**src/rtl/accumulate_pkg.sv**
```systemverilog
`default_nettype none
// ============================================================================
// accumulate_pkg : default widths, term-width derivation and signed limits
// Revision: 1.0
// ============================================================================
package accumulate_pkg;

    localparam int DEFAULT_DATA_W = 8;
    localparam int DEFAULT_ACC_W  = 8;

    // x*w needs 2*DATA_W bits; the extra bit absorbs the bias addition.
    function automatic int term_width(input int data_w);
        return 2 * data_w + 1;
    endfunction

    function automatic logic signed [63:0] acc_max(input int acc_w);
        return (64'sd1 <<< (acc_w - 1)) - 64'sd1;
    endfunction

    function automatic logic signed [63:0] acc_min(input int acc_w);
        return -(64'sd1 <<< (acc_w - 1));
    endfunction

    localparam logic signed [63:0] ACC_MAX = acc_max(DEFAULT_ACC_W);
    localparam logic signed [63:0] ACC_MIN = acc_min(DEFAULT_ACC_W);

endpackage : accumulate_pkg
`default_nettype wire

```
**src/rtl/accumulate_mac_stage.sv**
```systemverilog
`default_nettype none
// ============================================================================
// accumulate_mac_stage : input registers plus registered full-precision x*w+b
// Revision: 1.0
// ============================================================================
module accumulate_mac_stage
    import accumulate_pkg::*;
#(
    parameter int DATA_W = DEFAULT_DATA_W
) (
    input  logic                                 clk,
    input  logic                                 rst,
    input  logic signed [DATA_W-1:0]             x,
    input  logic signed [DATA_W-1:0]             weight,
    input  logic signed [DATA_W-1:0]             bias,
    output logic signed [term_width(DATA_W)-1:0] term
);

    localparam int TERM_W = term_width(DATA_W);

    logic signed [DATA_W-1:0] r_x;
    logic signed [DATA_W-1:0] r_w;
    logic signed [DATA_W-1:0] r_b;
    logic signed [TERM_W-1:0] w_term;

    // Operands are sign-extended first so the product is formed at full width.
    assign w_term = TERM_W'(r_x) * TERM_W'(r_w) + TERM_W'(r_b);

    always_ff @(posedge clk or posedge rst) begin
        if (rst) begin
            r_x  <= '0;
            r_w  <= '0;
            r_b  <= '0;
            term <= '0;
        end else begin
            r_x  <= x;
            r_w  <= weight;
            r_b  <= bias;
            term <= w_term;
        end
    end

endmodule : accumulate_mac_stage
`default_nettype wire

```
**src/rtl/accumulate.sv**
```systemverilog
`default_nettype none
// ============================================================================
// accumulate : signed MAC with gated running accumulator (wrap by default,
//              clamp to the signed ACC_W range when ACCU_SATURATE_EN is defined)
// Revision: 1.0
// ============================================================================
module accumulate
    import accumulate_pkg::*;
#(
    parameter int DATA_W = DEFAULT_DATA_W,
    parameter int ACC_W  = DEFAULT_ACC_W
) (
    input  logic                     clk,
    input  logic                     rst,
    input  logic                     en,
    input  logic signed [DATA_W-1:0] x,
    input  logic signed [DATA_W-1:0] weight,
    input  logic signed [DATA_W-1:0] bias,
    output logic signed [ACC_W-1:0]  accu
);

    localparam int TERM_W = term_width(DATA_W);
    localparam int SUM_W  = ((ACC_W > TERM_W) ? ACC_W : TERM_W) + 1;

    logic signed [TERM_W-1:0] w_term;
    logic signed [SUM_W-1:0]  w_sum;
    logic signed [ACC_W-1:0]  w_next;

    accumulate_mac_stage #(
        .DATA_W (DATA_W)
    ) u_mac_stage (
        .clk    (clk),
        .rst    (rst),
        .x      (x),
        .weight (weight),
        .bias   (bias),
        .term   (w_term)
    );

    assign w_sum = SUM_W'(accu) + SUM_W'(w_term);

`ifdef ACCU_SATURATE_EN
    localparam logic signed [SUM_W-1:0] C_SAT_MAX = SUM_W'(acc_max(ACC_W));
    localparam logic signed [SUM_W-1:0] C_SAT_MIN = SUM_W'(acc_min(ACC_W));

    always_comb begin
        w_next = w_sum[ACC_W-1:0];
        if (w_sum > C_SAT_MAX) begin
            w_next = C_SAT_MAX[ACC_W-1:0];
        end else if (w_sum < C_SAT_MIN) begin
            w_next = C_SAT_MIN[ACC_W-1:0];
        end
    end
`else
    always_comb begin
        w_next = w_sum[ACC_W-1:0];
    end
`endif

    always_ff @(posedge clk or posedge rst) begin
        if (rst) begin
            accu <= '0;
        end else if (en) begin
            accu <= w_next;
        end
    end

endmodule : accumulate
`default_nettype wire

```
**config.mk**
```make
export PLATFORM = sky130hd
export DESIGN_NAME = accumulate
export DESIGN_NICKNAME = d
export VERILOG_FILES = /design/src/rtl/accumulate_pkg.sv /design/src/rtl/accumulate_mac_stage.sv /design/src/rtl/accumulate.sv
export SDC_FILE = /design/constraint.sdc
export NUM_CORES = 1
export LEC_CHECK = 0
export CAP_MARGIN = 20
export CORE_ASPECT_RATIO = 0.5
export CORE_MARGIN = 4
export CORE_UTILIZATION = 55
export DETAILED_ROUTE_END_ITERATION = 10
export GPL_TIMING_DRIVEN = 1
export PLACE_DENSITY = 0.8
export REMOVE_ABC_BUFFERS = 1
export SLEW_MARGIN = 10
export SYNTH_ARGS = -nofsm -noshare
export SYNTH_HDL_FRONTEND = slang
export SYNTH_SLANG_ARGS = --single-unit
```
**constraint.sdc**
```tcl
create_clock -name clk -period 4.5 [get_ports clk]
set_clock_uncertainty 0.2 [all_clocks]
set_input_delay 0.675 -clock clk [delete_from_list [all_inputs] [get_ports clk]]
set_output_delay 0.675 -clock clk [all_outputs]
set_load 0.03 [all_outputs]
```
# Word-level counts from Yosys, hierarchy flattened
# Index checks and enable logic that the tools add are counted.
# word_totals
out_inout_bits,8
romBits,0
mem_count,0
mem_bits_rw,0
reg_bits,40
latch_bits,0
input_bits,27
word_cells,8
# op_classes
div,0
reduce_logical,0
n_eq_ne,0
add_sub_neg,2
n_lt_le_gt_ge,0
shifts,0
n_mux,0
bitwise,0
multipliers,1
# op_table
cell,n
$add 8x8->8,2
$mul 8x8->8,1

# Depth between registers and ports, before layout
# Gate-level depths: netlist (run 1).
# depth
ltp_word,2
ltp_mapped,15
mapped_depth_nobuf,15

# Cells and area by module
# From an unflattened synthesis (run 1), not the netlist that was laid out.
# unflattened
hier_cells,417
hier_area_um2,4500.6
# by_module_without_submodules
module,cells_each,seq_area_each_um2,area_each_um2,instances
accumulate_mac_stage,350,1026.0,3858.7,1
accumulate,67,200.2,641.9,1

# Worst setup path after synthesis (run 1)
# OpenSTA, ideal clock, no wires.
# synth_path
path_kind,register to register
start,register u_mac_stage.r_w[1]
end,register u_mac_stage.term[7]
path_buffers,0
setup_ns,0.080
period_less_slack_ns,3.987
required_ns,4.220
stages_incl_launch_ff,15
t_arrival_ns,3.707
setup_slack_ns,0.513
cell_sequence,dfrtp_1 -> nand2_1 -> fa_1 -> inv_1 -> fa_1 -> inv_1 -> fa_1 -> inv_1 -> fa_1 -> ha_1 -> ha_1 -> a21oi_1 -> xnor2_1 -> xnor2_1 -> xnor2_1
# synth_via
elab_chain_cells,2
# synth_rtl
item,line,source
"start, declared",accumulate_mac_stage.sv:22,logic signed [DATA_W-1:0] r_w;
"start signal, assigned",accumulate_mac_stage.sv:37,r_w <= weight;
$mul 8x8->8,accumulate_mac_stage.sv:27,assign w_term = TERM_W'(r_x) * TERM_W'(r_w) + TERM_W'(r_b);
$add 8x8->8,accumulate_mac_stage.sv:27,
via u_mac_stage.w_term[7],accumulate_mac_stage.sv:24,logic signed [TERM_W-1:0] w_term;
"end signal, assigned",accumulate_mac_stage.sv:39,term <= w_term;
"end, declared",accumulate_mac_stage.sv:16,output logic signed [term_width(DATA_W)-1:0] term
# The timed path passes the listed nets, and every way through them passes these cells.
# A chain may end at the register's enable or synchronous reset.

# Worst setup path in the final report (run 1)
# layout_path
start,register u_mac_stage.r_w[0]
end,register u_mac_stage.term[7]
# The elaborated chain is that of the path after synthesis.

==> run metrics, run 1 <==
DIE WIDTH=about 100 µm; Tmin final=between 4 and 5 ns; DR top layer=met4; Gate Count Post-Synth=between 200 and 250; endpoints failing setup=0; Synth top cells by count=dfrtp_1 (40), inv_1 (40), ha_1 (27), nand2_1 (25), fa_1 (19); setup TNS=0 ns; final worst-path cycle share=0.932; Fin Hold WS=0.275 ns; Int Power=approximately 1 mW; switching pwr=a little over 0.6 mW; CP Max Fanout=8; count of cell types in the netlist=29; Post-CTS Setup Inserts=0; Reg clk slew, reported paths=about 0.080 ns; Final #Nets=between 300 and 400; Worst path slowest cell=fa_1; DRT iter0 DRCs=24; top cells by area, synth=dfrtp_1 (40%), fa_1 (15%), ha_1 (14%), inv_1 (6.0%), xnor2_1 (5.6%); Seq/Total Area, Yosys=0.403; CP Class=flip-flop to flip-flop; H-tree levels=2; Reg power frac=0.311; critical-path cell list=nand2_1, fa_1, inv_1, fa_1, inv_1, fa_1, inv_1, fa_1, ha_1, ha_1, a21oi_1, xnor2_1, xnor2_1, xnor2_1; Design Area, Final=roughly 0.0030 mm²; DRC viols=0; Initial Util=0.603; worst-margin pin slew=roughly 0.49 ns; max-cap violation count=0; final worst setup slack=0.306 ns; HP Class=flip-flop to flip-flop; combinational group share of total power=0.533; WP data arrival=roughly 4.2 ns; fin util=0.723; Seq cells post-synth=40; PwrDens=approximately 530 mW/mm²; gpl congestion=around 0.84; Post-Place Cell Area=between 0.002 and 0.003 mm²; met2 routed WL=1970 µm; Synth-to-Final Area Change=20.0%; total clock buffers created by CTS=5; area of the mapped netlist=0.00248 mm²; layout cell share with drive strength beyond 1=0.0654; syn avg cell area=around 11 µm²; total track usage=0.172; Met1 Wirelength=between 1500 and 2000 µm; vias per cell=~5; post-synth top area share=0.403; Yosys warnings=0; first-pass GRT wire length=7490 µm; final WL=a little over 4000 µm; CP Launch Type=flip-flop; post-CTS resize count=0; CTS Buffer Depth=2; CTS tree=yes; outcome=finished, final reports clean; WL/cell=approximately 13 µm; post-DP HPWL=3270 µm; worst skew pair latency=roughly 0.29 ns; Hold Vio Cnt, Final=0; # IOs=35; Max Slew Vio Count=0; Routed met3 length=276 µm; area leader, netlist=dfrtp_1; fmax=around 240 MHz; power share of the clock group=0.156; largest net degree at the start of global routing=between 40 and 50; asr flop ratio synth=1.00; EDFF count, synth=0; dominant synthesized flop cell=dfrtp_1; Crit path max-delay family=adder cells; Worst Setup End Kind=flip-flop; Place WS=0.302 ns; core area=0.00412 mm²; worst path required time=between 4 and 5 ns; CTS root buffer=clkbuf_8; number of port buffers=34; RSZ-0062 raised after global routing=false; Die Area=0.00572 mm²; cell leakage power=about 1.4 nW; GR Overflow Total=0; vias=around 1600; crit-path most repeated cell=fa_1; First-pass DRT Iterations=4; initial antenna violation count=0; Hold Buf Count CTS=0; Antenna Nets Post-Route=0; switching part of the total power=0.388; worst rel slew slack=0.676; CP bufs+invs=3; die height=between 50 and 60 µm; # clock sinks=40; number of global-route vias before repair=~1700; Std-Cell Rows=16; VDD IR max=between 0.2 and 0.25 mV; n_diodes=0; crit-path max cell delay=approximately 0.5 ns
sequential cells by signal, indices dropped and copies added (netlist names):
signal and cells:
u_mac_stage.r_b 8, u_mac_stage.r_x 8, u_mac_stage.term 8, accu 8, u_mac_stage.r_w 8
layout by cell type, fill, tap and decap left out:
cell,count
a2111oi_4,1
a21o_1,2
nor2b_1,1
nand4b_1,1
nor3_1,1
fa_1,19
and2_1,14
a211oi_2,1
inv_1,40
o31a_2,1
nor3_2,1
o21ai_2,1
a21boi_0,1
xor2_1,5
clkdlybuf4s50_1,34
a21oi_1,4
ha_1,27
nand2_1,25
a211oi_1,1
clkbuf_8,6
o311ai_0,1
mux2_2,3
o31ai_1,1
clkinv_2,2
nor2_1,4
dfrtp_1,40
xnor2_1,16
o21ai_0,3
buf_4,1
o21ai_1,1
o2bb2ai_1,1
nor4_1,1
stage by stage:
step	std cells	power, mW
after floorplan	217	1.13
after global placement	306	1.31
after detailed placement	306	1.35
after CTS	314	1.61
after global routing	314	1.74
final	314	1.59
power by group through the flow:
stage / Combinational (mW) / Sequential, mW / Clock (mW)
2_1_floorplan: 0.573 / 0.562 / 0
5_1_grt: 0.970 / 0.503 / 0.269
3_5_place_dp: 0.849 / 0.502 / 0
3_3_place_gp: 0.812 / 0.496 / 0
6_report: 0.846 / 0.493 / 0.247
4_1_cts: 0.860 / 0.494 / 0.252
logic make-up after synthesis:
group,count (synthesis),synth area share
buf+inv,41,0.0650
fa+ha+maj,46,0.289
simple gates,48,0.0937
flops,40,0.403
mux,3,0.0136
xor+xnor,21,0.0740
compound gates,19,0.0619
cell type report:
| type | count | area, µm² |
|---|---|---|
| Tap cell | 54 | 67.6 |
| Sequential cell | 40 | 1000 |
| Clock buffer | 6 | 82.6 |
| Timing Repair Buffer | 35 | 348 |
| Inverter | 40 | 150 |
| Clock inverter | 2 | 10.0 |
| Multi-Input combinational cell | 137 | 1320 |
| Fill cell | 305 | 1140 |
worst reg2reg max path: cells and delay by family (launching register included):
kind                     cells  cell delay, ns
adder cells (fa/ha/maj)      6            2.57
flip-flops                   1            0.48
XOR/XNOR                     3            0.43
AO/OA/AOI/OAI                1            0.18
buffers and inverters        3            0.16
AND/OR/NAND/NOR              1            0.10
layer usage:
| metal | vias up | global-route usage |
|---|---|---|
| met4 | 0 | 0.0535 |
| met2 | 41 | 0.274 |
| li1 | 763 | - |
| met3 | 4 | 0.0578 |
| met5 | - | 0 |
| met1 | 749 | 0.221 |
final timing paths:
path	cells after the start	slack [ns]	to	startpoint
min in group asynchronous	3	0.60	u_mac_stage.term[3]$_DFF_PP0_	rst
min reg2reg	1	0.28	accu[7]$_DFFE_PP0P_	accu[7]$_DFFE_PP0P_
max in group asynchronous	3	3.16	u_mac_stage.r_b[5]$_DFF_PP0_	rst
max reg2reg	14	0.31	u_mac_stage.term[7]$_DFF_PP0_	u_mac_stage.r_w[0]$_DFF_PP0_
min	1	0.28	accu[7]$_DFFE_PP0P_	accu[7]$_DFFE_PP0P_
max	14	0.31	u_mac_stage.term[7]$_DFF_PP0_	u_mac_stage.r_w[0]$_DFF_PP0_
Note: power is estimated with default switching activity, not from simulation.
==> run 2: changes to the inputs <==
- CORE_UTILIZATION: 55 -> 45
- PLACE_DENSITY: 0.8 -> 0.68
- SKIP_CTS_REPAIR_TIMING: default -> 1
==> run 2 against run 1 <==
Compared with the run above:
- worst setup slack gained 0.0072 ns
- sequential power is essentially flat
- sequential share of layout area shrank 0.94 points
- largest cell class unchanged
- clock-buffer cell count shrank 1
- cell area grew 2.9%
- register-to-register slack is essentially flat
- clock power grew 63%
- critical path depth is the same
- core utilization shrank 13 points
- power grew 9.7%
- via count shrank 0.32%
==> run metrics, run 2 (synthesis results as in run 1) <==
First-pass DRT Iterations=4 (unchanged); # IOs=35 (unchanged); Final #Nets=332 (unchanged); PwrDens=567 mW/mm² (was 532 mW/mm²); Synth-to-Final Area Change=23.5% (was 20.0%); fmax=239 MHz (was 238 MHz); commonest non-fill, non-tap cells in the layout=inv_1 (40), dfrtp_1 (40), clkdlybuf4s50_1 (34) (unchanged); total clock buffers created by CTS=5 (unchanged); Worst R2R Path Depth=14 (unchanged); DRT iter0 DRCs=26 (was 24); # clock sinks=40 (unchanged); Antenna Nets Post-Route=0 (unchanged); reg2reg end=u_mac_stage.term[7]$_DFF_PP0_ (unchanged); critical-path cell list=nand2_1, fa_1, inv_1, fa_1, inv_1, fa_1, inv_1, fa_1, ha_1, ha_1, a21oi_1, xnor2_1, xnor2_1, xnor2_1 (unchanged); Design Area, Final=0.00307 mm² (was 0.00298 mm²); outcome=finished, final reports clean (unchanged); Max Slew Vio Count=0 (unchanged); crit-path most repeated cell=fa_1 (unchanged); worst skew pair latency=0.30 ns (was 0.29 ns); worst path required time=4.52 ns (about the same); worst rel slew slack=0.670 (was 0.676); Multi-input gate area=0.00132 mm² (unchanged); HP Class=flip-flop to flip-flop (unchanged); CP Class=flip-flop to flip-flop (unchanged); VDD IR max=0.279 mV (was 0.236 mV); Post-Place Cell Area=0.00291 mm² (was 0.00289 mm²); total power=1.74 mW (was 1.59 mW); crit-path max cell delay=0.51 ns (was 0.50 ns); CP Max Fanout=7 (was 8); Die Area=0.00685 mm² (was 0.00572 mm²); layout cell share with drive strength beyond 1=0.0654 (unchanged); largest net degree at the start of global routing=41 (unchanged); WP data arrival=4.21 ns (was 4.22 ns); WL/cell=12.2 µm (was 13.1 µm); post-DP HPWL=3290 µm (was 3270 µm); Fin Hold WS=0.282 ns (was 0.275 ns); number of port buffers=34 (unchanged); Worst Setup End Kind=flip-flop (unchanged); max-cap violation count=0 (unchanged); first-pass GRT wire length=7030 µm (was 7490 µm); endpoints failing setup=0 (unchanged); worst r2r src=u_mac_stage.r_w[1]$_DFF_PP0_ (was u_mac_stage.r_w[0]$_DFF_PP0_); initial antenna violation count=0 (unchanged); Worst path slowest cell=fa_1 (unchanged); Tmin final=4.19 ns (about the same); min-delay src=accu[7]$_DFFE_PP0P_ (unchanged); DIE WIDTH=113 µm (was 103 µm); Reg2Reg Setup Slack=0.31 ns (about the same); n_diodes=0 (unchanged); Filler Cell Count=425 (was 305); Std-Cell Rows=18 (was 16); final worst-path cycle share=0.930 (was 0.932); CP Launch Type=flip-flop (unchanged); GR Overflow Total=0 (unchanged); setup TNS=0 ns (unchanged); RSZ-0062 raised after global routing=false (unchanged); final WL=4010 µm (was 4110 µm); number of global-route vias before repair=1638 (was 1667); Hold Vio Cnt, Final=0 (unchanged); vias per cell=4.70 (was 4.96); gpl congestion=0.823 (was 0.844); register area=0.00100 mm² (unchanged); Worst Hold End=accu[7]$_DFFE_PP0P_ (unchanged); CTS root buffer=clkbuf_8 (unchanged); fin util=0.597 (was 0.723); DRC viols=0 (unchanged); total track usage=0.136 (was 0.172); H-tree levels=2 (unchanged); vias=1552 (was 1557); worst-margin pin slew=0.495 ns (was 0.487 ns); cell leakage power=1.47 nW (was 1.45 nW); CTS tree=yes (unchanged); Initial Util=0.484 (was 0.603); die height=60.5 µm (was 55.5 µm); Reg clk slew, reported paths=0.08 ns (about the same); worst hold stages=1 (unchanged); core area=0.00513 mm² (was 0.00412 mm²); CTS Buffer Depth=2 (unchanged)
run 2: cell types whose count changed in the layout (fill, tap and decap cells not counted), sizes merged:
cell / change
bufinv: +3
clkinv: -2
clkbuf: -1
run 2: how the worst max path moves through the flow:
| stage | startpoint | to | slack, ns | depth (start not counted) |
|---|---|---|---|---|
| 2_1_floorplan | u_mac_stage.r_w[1]$_DFF_PP0_ | u_mac_stage.term[7]$_DFF_PP0_ | 0.51 | 14 |
| 4_1_cts | u_mac_stage.r_w[1]$_DFF_PP0_ | u_mac_stage.term[7]$_DFF_PP0_ | 0.28 | 14 |
| 3_5_place_dp | u_mac_stage.r_w[1]$_DFF_PP0_ | u_mac_stage.term[7]$_DFF_PP0_ | 0.30 | 14 |
| 3_3_place_gp | u_mac_stage.r_w[1]$_DFF_PP0_ | u_mac_stage.term[7]$_DFF_PP0_ | 0.44 | 14 |
| 5_1_grt | u_mac_stage.r_w[1]$_DFF_PP0_ | u_mac_stage.term[7]$_DFF_PP0_ | 0.05 | 14 |
| 6_report | u_mac_stage.r_w[1]$_DFF_PP0_ | u_mac_stage.term[7]$_DFF_PP0_ | 0.31 | 14 |
run 2: final cells by class:
| class | instances | area share |
|---|---|---|
| clock buffers | 5 | 0.0224 |
| clock inverters | 3 | 0.0294 |
| inverters | 40 | 0.0489 |
| multi-input cells | 137 | 0.431 |
| flip-flops and latches | 40 | 0.326 |
| well taps | 70 | 0.0285 |
| repair buffers | 35 | 0.113 |
run 2: where the power goes:
| part | internal, mW | leakage [nW] | switching [mW] |
|---|---|---|---|
| Sequential | 0.442 | 0.467 | 0.0502 |
| Combinational | 0.406 | 0.928 | 0.439 |
| Clock | 0.277 | 0.0784 | 0.126 |
run 2: stage by stage:
step / setup WS (ns) / instances
after floorplan: 0.513 / 217
after global placement: 0.436 / 322
after detailed placement: 0.299 / 322
after CTS: 0.280 / 330
after global routing: 0.0493 / 330
final: 0.313 / 330
run 2: worst max-delay path, delay by kind of cell (launching register included):
family                     cells  cell delay [ns]
adders and majority gates      6             2.60
AOI/OAI and AO/OA              1             0.17
and+or+nand+nor                1             0.11
xor gates and xnor gates       3             0.43
buffers and inverters          3             0.15
DFF                            1             0.45
run 2: per-layer routing:
layer  share of wire  GRT usage  wire (µm)
met1            0.46      0.164       1830
met2            0.46      0.237       1850
met3           0.063     0.0378        252
met4           0.019     0.0565         76
met5               0          0          0
==> run 3: changes to the inputs <==
- CELL_PAD_IN_SITES_DETAIL_PLACEMENT: default -> 1
- CELL_PAD_IN_SITES_GLOBAL_PLACEMENT: default -> 2
- CORE_UTILIZATION: 45 -> 36
- PLACE_DENSITY: 0.68 -> default
- PLACE_DENSITY_LB_ADDON: default -> 0.1
- SLEW_MARGIN: 10 -> default
- clock period: 4.5 -> 3.9 ns (I/O delays scaled with it)
==> run 3 against run 2 <==
Compared with the run above:
- the run now ends with setup timing left
- sequential power rose by 15%
- critical path depth unchanged
- power grew 21%
- critical path type unchanged
- critical endpoint unchanged
- largest cell class unchanged
- highest routed layer unchanged
==> run metrics, run 3 (synthesis results as in run 1) <==
outcome=complete, but fails checks (was finished, final reports clean); failing checks=setup timing; # IOs=35 (unchanged); RSZ-0062 raised after global routing=true (was false); Synth-to-Final Area Change=32.4% (was 23.5%); core area=0.00670 mm² (was 0.00513 mm²); CTS root buffer=clkbuf_16 (was clkbuf_8); CTS tree=yes (unchanged); Fin Hold WS=0.269 ns (was 0.282 ns); Design Area, Final=0.00329 mm² (was 0.00307 mm²); die height=66.7 µm (was 60.5 µm); number of port buffers=34 (unchanged); Antenna Nets Post-Route=0 (unchanged); Reg power frac=0.269 (was 0.283); worst-margin pin slew=0.687 ns (was 0.495 ns); CP Launch Type=flip-flop (unchanged); Final #Nets=347 (was 332); fmax=251 MHz (was 239 MHz); crit-path max cell delay=0.55 ns (was 0.51 ns); final WL=4970 µm (was 4010 µm); PwrDens=643 mW/mm² (was 567 mW/mm²); Die Area=0.00838 mm² (was 0.00685 mm²); register area=0.00100 mm² (about the same); Post-Place Cell Area=0.00304 mm² (was 0.00291 mm²); H-tree levels=2 (unchanged); layout cell share with drive strength beyond 1=0.160 (was 0.0654); DIE WIDTH=125 µm (was 113 µm); CP Max Fanout=5 (was 7); DRT iter0 DRCs=32 (was 26); number of global-route vias before repair=1928 (was 1638); worst skew pair latency=0.28 ns (was 0.30 ns); CTS Buffer Depth=2 (unchanged); endpoints failing setup=1 (was 0); DRC viols=0 (unchanged); Place WS=-0.254 ns (was 0.299 ns); largest net degree at the start of global routing=24 (was 41); total clock buffers created by CTS=5 (unchanged); switching part of the total power=0.372 (was 0.353); Initial Util=0.371 (was 0.484); Filler Cell Count=729 (was 425); Max Slew Vio Count=0 (unchanged); Crit path max-delay family=adder cells (unchanged); Worst path slowest cell=fa_1 (unchanged); First-pass DRT Iterations=4 (unchanged); commonest non-fill, non-tap cell in the layout=dfrtp_1; WL/cell=13.5 µm (was 12.2 µm); VDD IR max=0.183 mV (was 0.279 mV); CP bufs+invs=3 (unchanged); fin util=0.491 (was 0.597); setup TNS=-0.0903 ns (was 0 ns); power share of the clock group=0.193 (was 0.232); vias per cell=4.42 (was 4.70); combinational group share of total power=0.539 (was 0.485); final worst-path cycle share=1.02 (was 0.930); Tmin final=3.99 ns (was 4.19 ns); vias=1621 (was 1552); crit-path most repeated cell=fa_1 (unchanged); Reg clk slew, reported paths=0.06 ns (was 0.08 ns); total track usage=0.136 (about the same); cell leakage power=1.54 nW (was 1.47 nW); initial antenna violation count=0 (unchanged); Int Power=1.33 mW (was 1.13 mW); worst rel slew slack=0.542 (was 0.670); Multi-input gate area=0.00141 mm² (was 0.00132 mm²); max-cap violation count=0 (unchanged); post-DP HPWL=4100 µm (was 3290 µm); # clock sinks=40 (unchanged); critical-path cell list=nand2_2, fa_1, inv_2, fa_1, inv_1, fa_1, inv_2, fa_1, ha_4, ha_4, a21oi_4, xnor2_2, xnor2_1, xnor2_1 (was nand2_1, fa_1, inv_1, fa_1, inv_1, fa_1, inv_1, fa_1, ha_1, ha_1, a21oi_1, xnor2_1, xnor2_1, xnor2_1); switching pwr=0.786 mW (was 0.614 mW); HP Class=flip-flop to flip-flop (unchanged); gpl congestion=0.776 (was 0.823); n_diodes=0 (unchanged); GR Overflow Total=0 (unchanged); Worst Setup End Kind=flip-flop (unchanged); first-pass GRT wire length=8800 µm (was 7030 µm); commonest non-fill, non-tap cells in the layout=dfrtp_1 (39), inv_1 (37), clkdlybuf4s50_1 (34) (was inv_1 (40), dfrtp_1 (40), clkdlybuf4s50_1 (34)); worst path required time=3.85 ns (was 4.52 ns); Std-Cell Rows=21 (was 18); final worst setup slack=-0.0903 ns (was 0.313 ns); CP Class=flip-flop to flip-flop (unchanged); Hold Vio Cnt, Final=0 (unchanged); WP data arrival=3.95 ns (was 4.21 ns)
-- run 3: cell types whose count changed in the layout (fill, tap and decap cells not counted), moves of 3 or more --
| cell | previous run | this run |
|---|---|---|
| buf_4 | 1 | 15 |
| bufinv_16 | 3 | 0 |
| clkbuf_16 | 0 | 5 |
| clkbuf_8 | 5 | 1 |
| ha_1 | 27 | 22 |
| ha_4 | 0 | 5 |
| inv_1 | 40 | 37 |
| inv_2 | 0 | 3 |
-- run 3: final timing paths --
path / startpoint / to / slack [ns] / cells past startpoint
worst max-delay path: u_mac_stage.r_w[1]$_DFF_PP0_ / u_mac_stage.term[7]$_DFF_PP0_ / -0.09 / 14
worst min-delay path: accu[7]$_DFFE_PP0P_ / accu[7]$_DFFE_PP0P_ / 0.27 / 1
worst max register to register: u_mac_stage.r_w[1]$_DFF_PP0_ / u_mac_stage.term[7]$_DFF_PP0_ / -0.09 / 14
worst min register to register: accu[7]$_DFFE_PP0P_ / accu[7]$_DFFE_PP0P_ / 0.27 / 1
max in group asynchronous: rst / u_mac_stage.r_w[1]$_DFF_PP0_ / 2.23 / 3
min in group asynchronous: rst / accu[0]$_DFFE_PP0P_ / 0.51 / 2
-- run 3: per-stage QoR --
stage                     power, mW  instances
after global placement         1.57        358
after detailed placement       1.61        358
after CTS                      2.04        366
after floorplan                1.31        217
final                          2.11        367
after global routing           2.31        367
-- run 3: layer usage --
layer | track usage | part of all wire | up-vias
met5 | 0 | 0 | -
met4 | 0.0243 | 0.0058 | 0
met3 | 0.0448 | 0.041 | 4
met2 | 0.254 | 0.49 | 29
met1 | 0.156 | 0.46 | 795
li1 | - | - | 793
-- run 3: power by group through the flow --
stage | clock [mW] | combinational [mW] | sequential (mW)
global route | 0.446 | 1.29 | 0.582
finish | 0.407 | 1.14 | 0.568
CTS | 0.423 | 1.05 | 0.570
floorplan | 0 | 0.661 | 0.649
global placement | 0 | 0.997 | 0.573
detailed placement | 0 | 1.03 | 0.578
-- run 3: cell type report --
cell class | instances | area share
well taps | 92 | 0.0350
clock buffers | 8 | 0.0445
repair buffers | 50 | 0.141
multi-input cells | 137 | 0.429
flip-flops and latches | 40 | 0.305
inverters | 40 | 0.0456
